$ cat config.mk
export PLATFORM = sky130hd
export DESIGN_NAME = vga_pixel_fetch
export DESIGN_NICKNAME = d
export VERILOG_FILES = /design/src/rtl/vga_pixel_fetch.sv
export SDC_FILE = /design/constraint.sdc
export NUM_CORES = 1
export LEC_CHECK = 0
export BUFFER_PORTS_ARGS = -buffer_cell sky130_fd_sc_hd__buf_2
export CORE_MARGIN = 2
export CORE_UTILIZATION = 60
export CTS_BUF_LIST = sky130_fd_sc_hd__clkbuf_8
export DETAILED_ROUTE_END_ITERATION = 16
export PLACE_DENSITY = 0.75
export SLEW_MARGIN = 30
export SYNTH_ARGS = -nofsm -noshare
export SYNTH_HDL_FRONTEND = slang
export SYNTH_SLANG_ARGS = --single-unit
$ cat constraint.sdc
create_clock -name clk -period 5.82 [get_ports clk]
set_clock_uncertainty 0.15 [all_clocks]
set_input_delay 0.873 -clock clk [delete_from_list [all_inputs] [get_ports clk]]
set_output_delay 0.873 -clock clk [all_outputs]
set_load 0.03 [all_outputs]
$ cat src/rtl/vga_pixel_fetch.sv
// Framebuffer prefetcher: streams FB_WORDS pixel words from memory into a small
// show-ahead FIFO feeding the display, with restart and in-flight response dropping.
module vga_pixel_fetch #(
    parameter int FB_WORDS   = 307200,
    parameter int FIFO_DEPTH = 16,
    localparam int CW = $clog2(FIFO_DEPTH + 1),
    localparam int PW = $clog2(FIFO_DEPTH)
) (
    input  logic          clk,
    input  logic          rst,
    input  logic          frame_restart,
    input  logic          pix_ready,
    output logic [31:0]   pix_data,
    output logic          pix_valid,
    output logic          underflow,
    output logic          mem_req,
    output logic [18:0]   mem_addr,
    input  logic          mem_gnt,
    input  logic          mem_rvalid,
    input  logic [31:0]   mem_rdata,
    output logic [1:0]    dbg_state,
    output logic [CW-1:0] dbg_fifo_count
);

    // Handshakes: a memory request transfers when mem_req && mem_gnt; a pixel
    // transfers when pix_ready && pix_valid. Once raised, mem_req and mem_addr
    // hold until the transfer, unless frame_restart abandons the request.
    typedef enum logic [1:0] {IDLE = 2'd0, FETCH = 2'd1, DONE = 2'd2} state_t;

    localparam logic [CW:0]  DEPTH_W   = (CW + 1)'(FIFO_DEPTH);
    localparam logic [18:0]  LAST_ADDR = 19'(FB_WORDS - 1);

    state_t        state;
    logic [31:0]   fifo_mem [FIFO_DEPTH];
    logic [PW-1:0] wr_ptr;
    logic [PW-1:0] rd_ptr;
    logic [CW-1:0] fifo_count;
    logic [CW-1:0] live_cnt;
    logic [CW-1:0] drop_cnt;
    logic [CW:0]   credit_sum;
    logic          accept;
    logic          live_ret;
    logic          discard;
    logic          push;
    logic          pop;

    // Responses still due for discard also hold a credit, so the total in flight
    // never exceeds FIFO_DEPTH and every counter stays within 0..FIFO_DEPTH.
    always_comb begin
        credit_sum = {1'b0, fifo_count} + {1'b0, live_cnt} + {1'b0, drop_cnt};
        mem_req    = (state == FETCH) && !frame_restart && (credit_sum < DEPTH_W);
        accept     = mem_req && mem_gnt;
        live_ret   = mem_rvalid && (drop_cnt == '0);
        discard    = mem_rvalid && (drop_cnt != '0);
        push       = live_ret && !frame_restart;
        pix_valid  = (fifo_count != '0);
        pop        = pix_ready && pix_valid && !frame_restart;
        pix_data   = pix_valid ? fifo_mem[rd_ptr] : '0;
    end

    assign dbg_state      = state;
    assign dbg_fifo_count = fifo_count;

    always_ff @(posedge clk) begin
        if (!rst && push) begin
            fifo_mem[wr_ptr] <= mem_rdata;
        end
    end

    always_ff @(posedge clk) begin
        if (rst) begin
            state      <= IDLE;
            mem_addr   <= '0;
            wr_ptr     <= '0;
            rd_ptr     <= '0;
            fifo_count <= '0;
            live_cnt   <= '0;
            drop_cnt   <= '0;
            underflow  <= 1'b0;
        end else begin
            if (pix_ready && !pix_valid) begin
                underflow <= 1'b1;
            end
            if (frame_restart) begin
                state      <= FETCH;
                mem_addr   <= '0;
                wr_ptr     <= '0;
                rd_ptr     <= '0;
                fifo_count <= '0;
                live_cnt   <= '0;
                // everything in flight except a response landing right now
                drop_cnt   <= drop_cnt + live_cnt - {{(CW - 1){1'b0}}, mem_rvalid};
            end else begin
                case (state)
                    FETCH: begin
                        if (accept) begin
                            if (mem_addr == LAST_ADDR) begin
                                state <= DONE;
                            end else begin
                                mem_addr <= mem_addr + 1'b1;
                            end
                        end
                    end
                    default: state <= state;
                endcase
                if (accept && !live_ret) begin
                    live_cnt <= live_cnt + 1'b1;
                end else if (!accept && live_ret) begin
                    live_cnt <= live_cnt - 1'b1;
                end
                if (discard) begin
                    drop_cnt <= drop_cnt - 1'b1;
                end
                if (push) begin
                    wr_ptr <= wr_ptr + 1'b1;
                end
                if (pop) begin
                    rd_ptr <= rd_ptr + 1'b1;
                end
                if (push && !pop) begin
                    fifo_count <= fifo_count + 1'b1;
                end else if (pop && !push) begin
                    fifo_count <= fifo_count - 1'b1;
                end
            end
        end
    end

endmodule

==> metrics.yaml <==
floorplanning:
  io_pins: 99
  die_x_um: 198
  core-area_sq_um: 36800
  start_util_pct: 61.1
  rows: 70
  fp.dieArea_sq_um: 39000
  fp.dieH_um: 198
place:
  place_ws_ns: 1.51
  gp_congestion: 0.834
  placed_area_sq_um: 23900
  dp_hpwl_mm: 25.9
  port_buffers: 98
drt:
  drtPass1Iterations: 7
  detail-route-antenna-nets: 0
  via_count: 11300
  drt-initial-drc-count: 899
  post_drt_wl_per_cell_um: 24.8
  drc: 0
  vias_per_cell: 6.23
  wl_mm: 45.0
cts:
  htreeDepth: 3
  root_buffer: "clkbuf_8"
  holdBufCountCts: 0
  cts_sinks: 561
  cts_resized: 0
  cts.clk_slew.worst_paths_ns: 0.06
  numCtsBuffers: 87
  cts_tree: "yes"
  cts_setup_buffers: 0
  clk_latency_ns: 0.63
  clockBufferDepth: 3
yosys:
  synth_area_per_cell_sq_um: 20.1
  ys_types: 42
  synth-async-reset-ratio_pct: 0
  ys.flop_type: "edfxtp_1"
  synth-adder-area-share_pct: 2.13
  synth_edf_count: 512
  yosys-top-cells-count: "edfxtp_1 (512), mux4_2 (160), dfxtp_1 (49)"
  yosysMostFrequentCell: "edfxtp_1"
  synth_top_family_by_area: "multiplexers"
  ys_seq_elements: 561
  synthTopCellsByArea: "edfxtp_1 (68%), mux4_2 (16%), dfxtp_1 (4.4%), ha_1 (1.5%), and2_1 (1.0%)"
  yosysWarnings: 0
  synth_cells: 1117
  synth-xor-area-share_pct: 0.779
  yosysTopAreaCell: "edfxtp_1"
  synth.top_cell.area_share_pct: 68.4
  yosysSeqAreaShare_pct: 72.8
  syn_area_sq_um: 22500
  synth_nets: 1189
  synth.area.mux_share_pct: 16.6
  synth-compound-area-share_pct: 1.95
  synthSimpleGateAreaFrac_pct: 4.35
setup_path:
  crit_path_max_fanout: 40
  arrival_ns: 3.48
  crit_family: "multiplexers"
  crit_slowest_cell: "dfxtp_4"
  path_class: "flop to primary output"
  crit_path_cell_trace: "buf_4, mux4_2, mux4_2, and2_1, buf_2"
  crit_top_cell: "mux4_2"
  timing.critical_path.buf_inv: 2
  max_stage_delay_ns: 0.92
  cp-start-kind: "flop"
  cp.required_ns: 4.80
  critPathCaptureType: "primary output"
job:
  drv_cap: 0
timing:
  whs_ns: 0.318
  finalCritPeriodShare_pct: 77.4
  relSlewSlack_pct: 37.0
  report.final.slew_viol_count: 0
  tightest_slew_ns: 0.943
  tns_ns: 0
  min_period_ns: 4.50
  hold_viol_final: 0
  rsz0062_at_grt: "no"
  setup_viol: 0
  fin_ws_ns: 1.32
  clock.fmax_mhz: 222
global_routing:
  grt_pass1_wl_mm: 69.0
  grt_start_max_net_pins: 52
  antenna_found_initial: 3
  grt_overflow: 0
  grt_pass1_vias: 11400
  track_usage_pct: 24.2
layout:
  finalInstanceArea_sq_um: 25400
  utilization_pct: 69.0
  area_growth_pct: 13.0
  finalNetCount: 1350
  drive_above_1_share_pct: 31.2
  fill_cells: 2275
power:
  power.density_nw_per_um2: 333
  p_leak_nw: 8.30
  peakVddDrop_uv: 260
worst_hold_path:
  min_path_type: "flop to flop"
outcome:
  status: "finished clean"
==> final cells by class <==
cell class | instances | area [sq um] | share of cell area (%)
diodes | 1 | 2.50 | 0.00986
clock buffers | 90 | 1240 | 4.88
clock inverters | 64 | 289 | 1.14
inverters | 27 | 101 | 0.399
multi-input cells | 474 | 5920 | 23.3
flip-flops and latches | 561 | 16400 | 64.5
well taps | 468 | 586 | 2.31
repair buffers | 127 | 883 | 3.48
==> per-stage QoR <==
| stage | total power, W | cells |
|---|---|---|
| after floorplan | 0.00533 | 1117 |
| after global placement | 0.00562 | 1652 |
| after detailed placement | 0.00564 | 1657 |
| after CTS | 0.00852 | 1811 |
| after global routing | 0.00879 | 1811 |
| final | 0.00845 | 1812 |
==> cell usage in the layout (no fill, tap or decap), types with 3 or more instances in the layout <==
| master | Yosys | layout |
|---|---|---|
| inv_1 | 27 | 51 |
| and2_1 | 36 | 36 |
| o311ai_0 | 4 | 4 |
| dfxtp_4 | 0 | 3 |
| ha_1 | 27 | 27 |
| clkbuf_8 | 0 | 90 |
| fa_1 | 7 | 7 |
| nor2_1 | 40 | 27 |
| nor3_2 | 0 | 5 |
| clkinv_1 | 0 | 25 |
| xnor2_1 | 10 | 10 |
| a21oi_1 | 22 | 22 |
| nor4_1 | 3 | 3 |
| and3_1 | 6 | 6 |
| nand4_1 | 7 | 7 |
| o31ai_1 | 11 | 11 |
| buf_4 | 0 | 18 |
| and4_1 | 3 | 3 |
| buf_12 | 0 | 6 |
| mux4_2 | 160 | 160 |
| a21o_1 | 5 | 5 |
| nor3_1 | 14 | 9 |
| buf_16 | 0 | 5 |
| nor2_4 | 0 | 12 |
| mux2i_1 | 12 | 11 |
| clkinv_2 | 0 | 9 |
| or4_1 | 14 | 14 |
| o21ai_0 | 6 | 6 |
| o211ai_1 | 9 | 9 |
| xor2_1 | 10 | 10 |
| nand2_1 | 34 | 34 |
| buf_2 | 15 | 98 |
| nand3_1 | 5 | 5 |
| a211oi_1 | 3 | 3 |
| or3_1 | 6 | 6 |
| edfxtp_1 | 512 | 512 |
| dfxtp_1 | 49 | 45 |
==> flip-flops by register name, summed over array words and instances (netlist names), named ones only <==
name / count
fifo_mem: 512
mem_addr: 19
dbg_fifo_count: 5
drop_cnt: 5
live_cnt: 5
rd_ptr: 4
wr_ptr: 4
dbg_state: 2
underflow: 1
==> logic make-up after synthesis <==
family | Yosys count
AOI/OAI and AO/OA | 66
and+or+nand+nor | 182
adders and majority gates | 34
buffers and inverters | 82
muxes | 172
DFF | 561
xor gates and xnor gates | 20
==> report_power, final <==
part	leakage (nW)	internal, W	total [W]	switching, W
clock network	0.871	0.00144	0.00290	0.00146
registers	5.00	0.00444	0.00450	0.0000590
logic	2.43	0.000429	0.00105	0.000618
==> worst register-to-register path: stages, from the launching register on <==
cell	delay, ns
dfxtp_1	0.43
fa_1	0.43
ha_1	0.31
nand2_1	0.07
o31ai_2	0.40
mux2i_4	0.71
nor2_1	0.17
ha_1	0.27
inv_1	0.14
ha_1	0.29
a21o_1	0.19
a21oi_1	0.17
xnor2_1	0.09
or3_1	0.30
a21oi_1	0.14
==> per-layer routing <==
metal,track usage (%),vias up,wire (um),share of wire [%]
li1,-,4926,-,-
met1,35.0,5877,19100,42
met2,38.5,393,22300,50
met3,4.10,81,2550,5.7
met4,7.94,6,988,2.2
met5,0,-,37,0.082
==> worst paths after layout <==
check	from	to	slack [ns]	cells past startpoint
max	flop	pix_data[26]	1.32	5
min	underflow	underflow	0.32	2
max reg2reg	dbg_fifo_count[3]	live_cnt[4]	1.49	14
min reg2reg	underflow	underflow	0.32	2
Note: power is estimated with default switching activity, not from simulation.
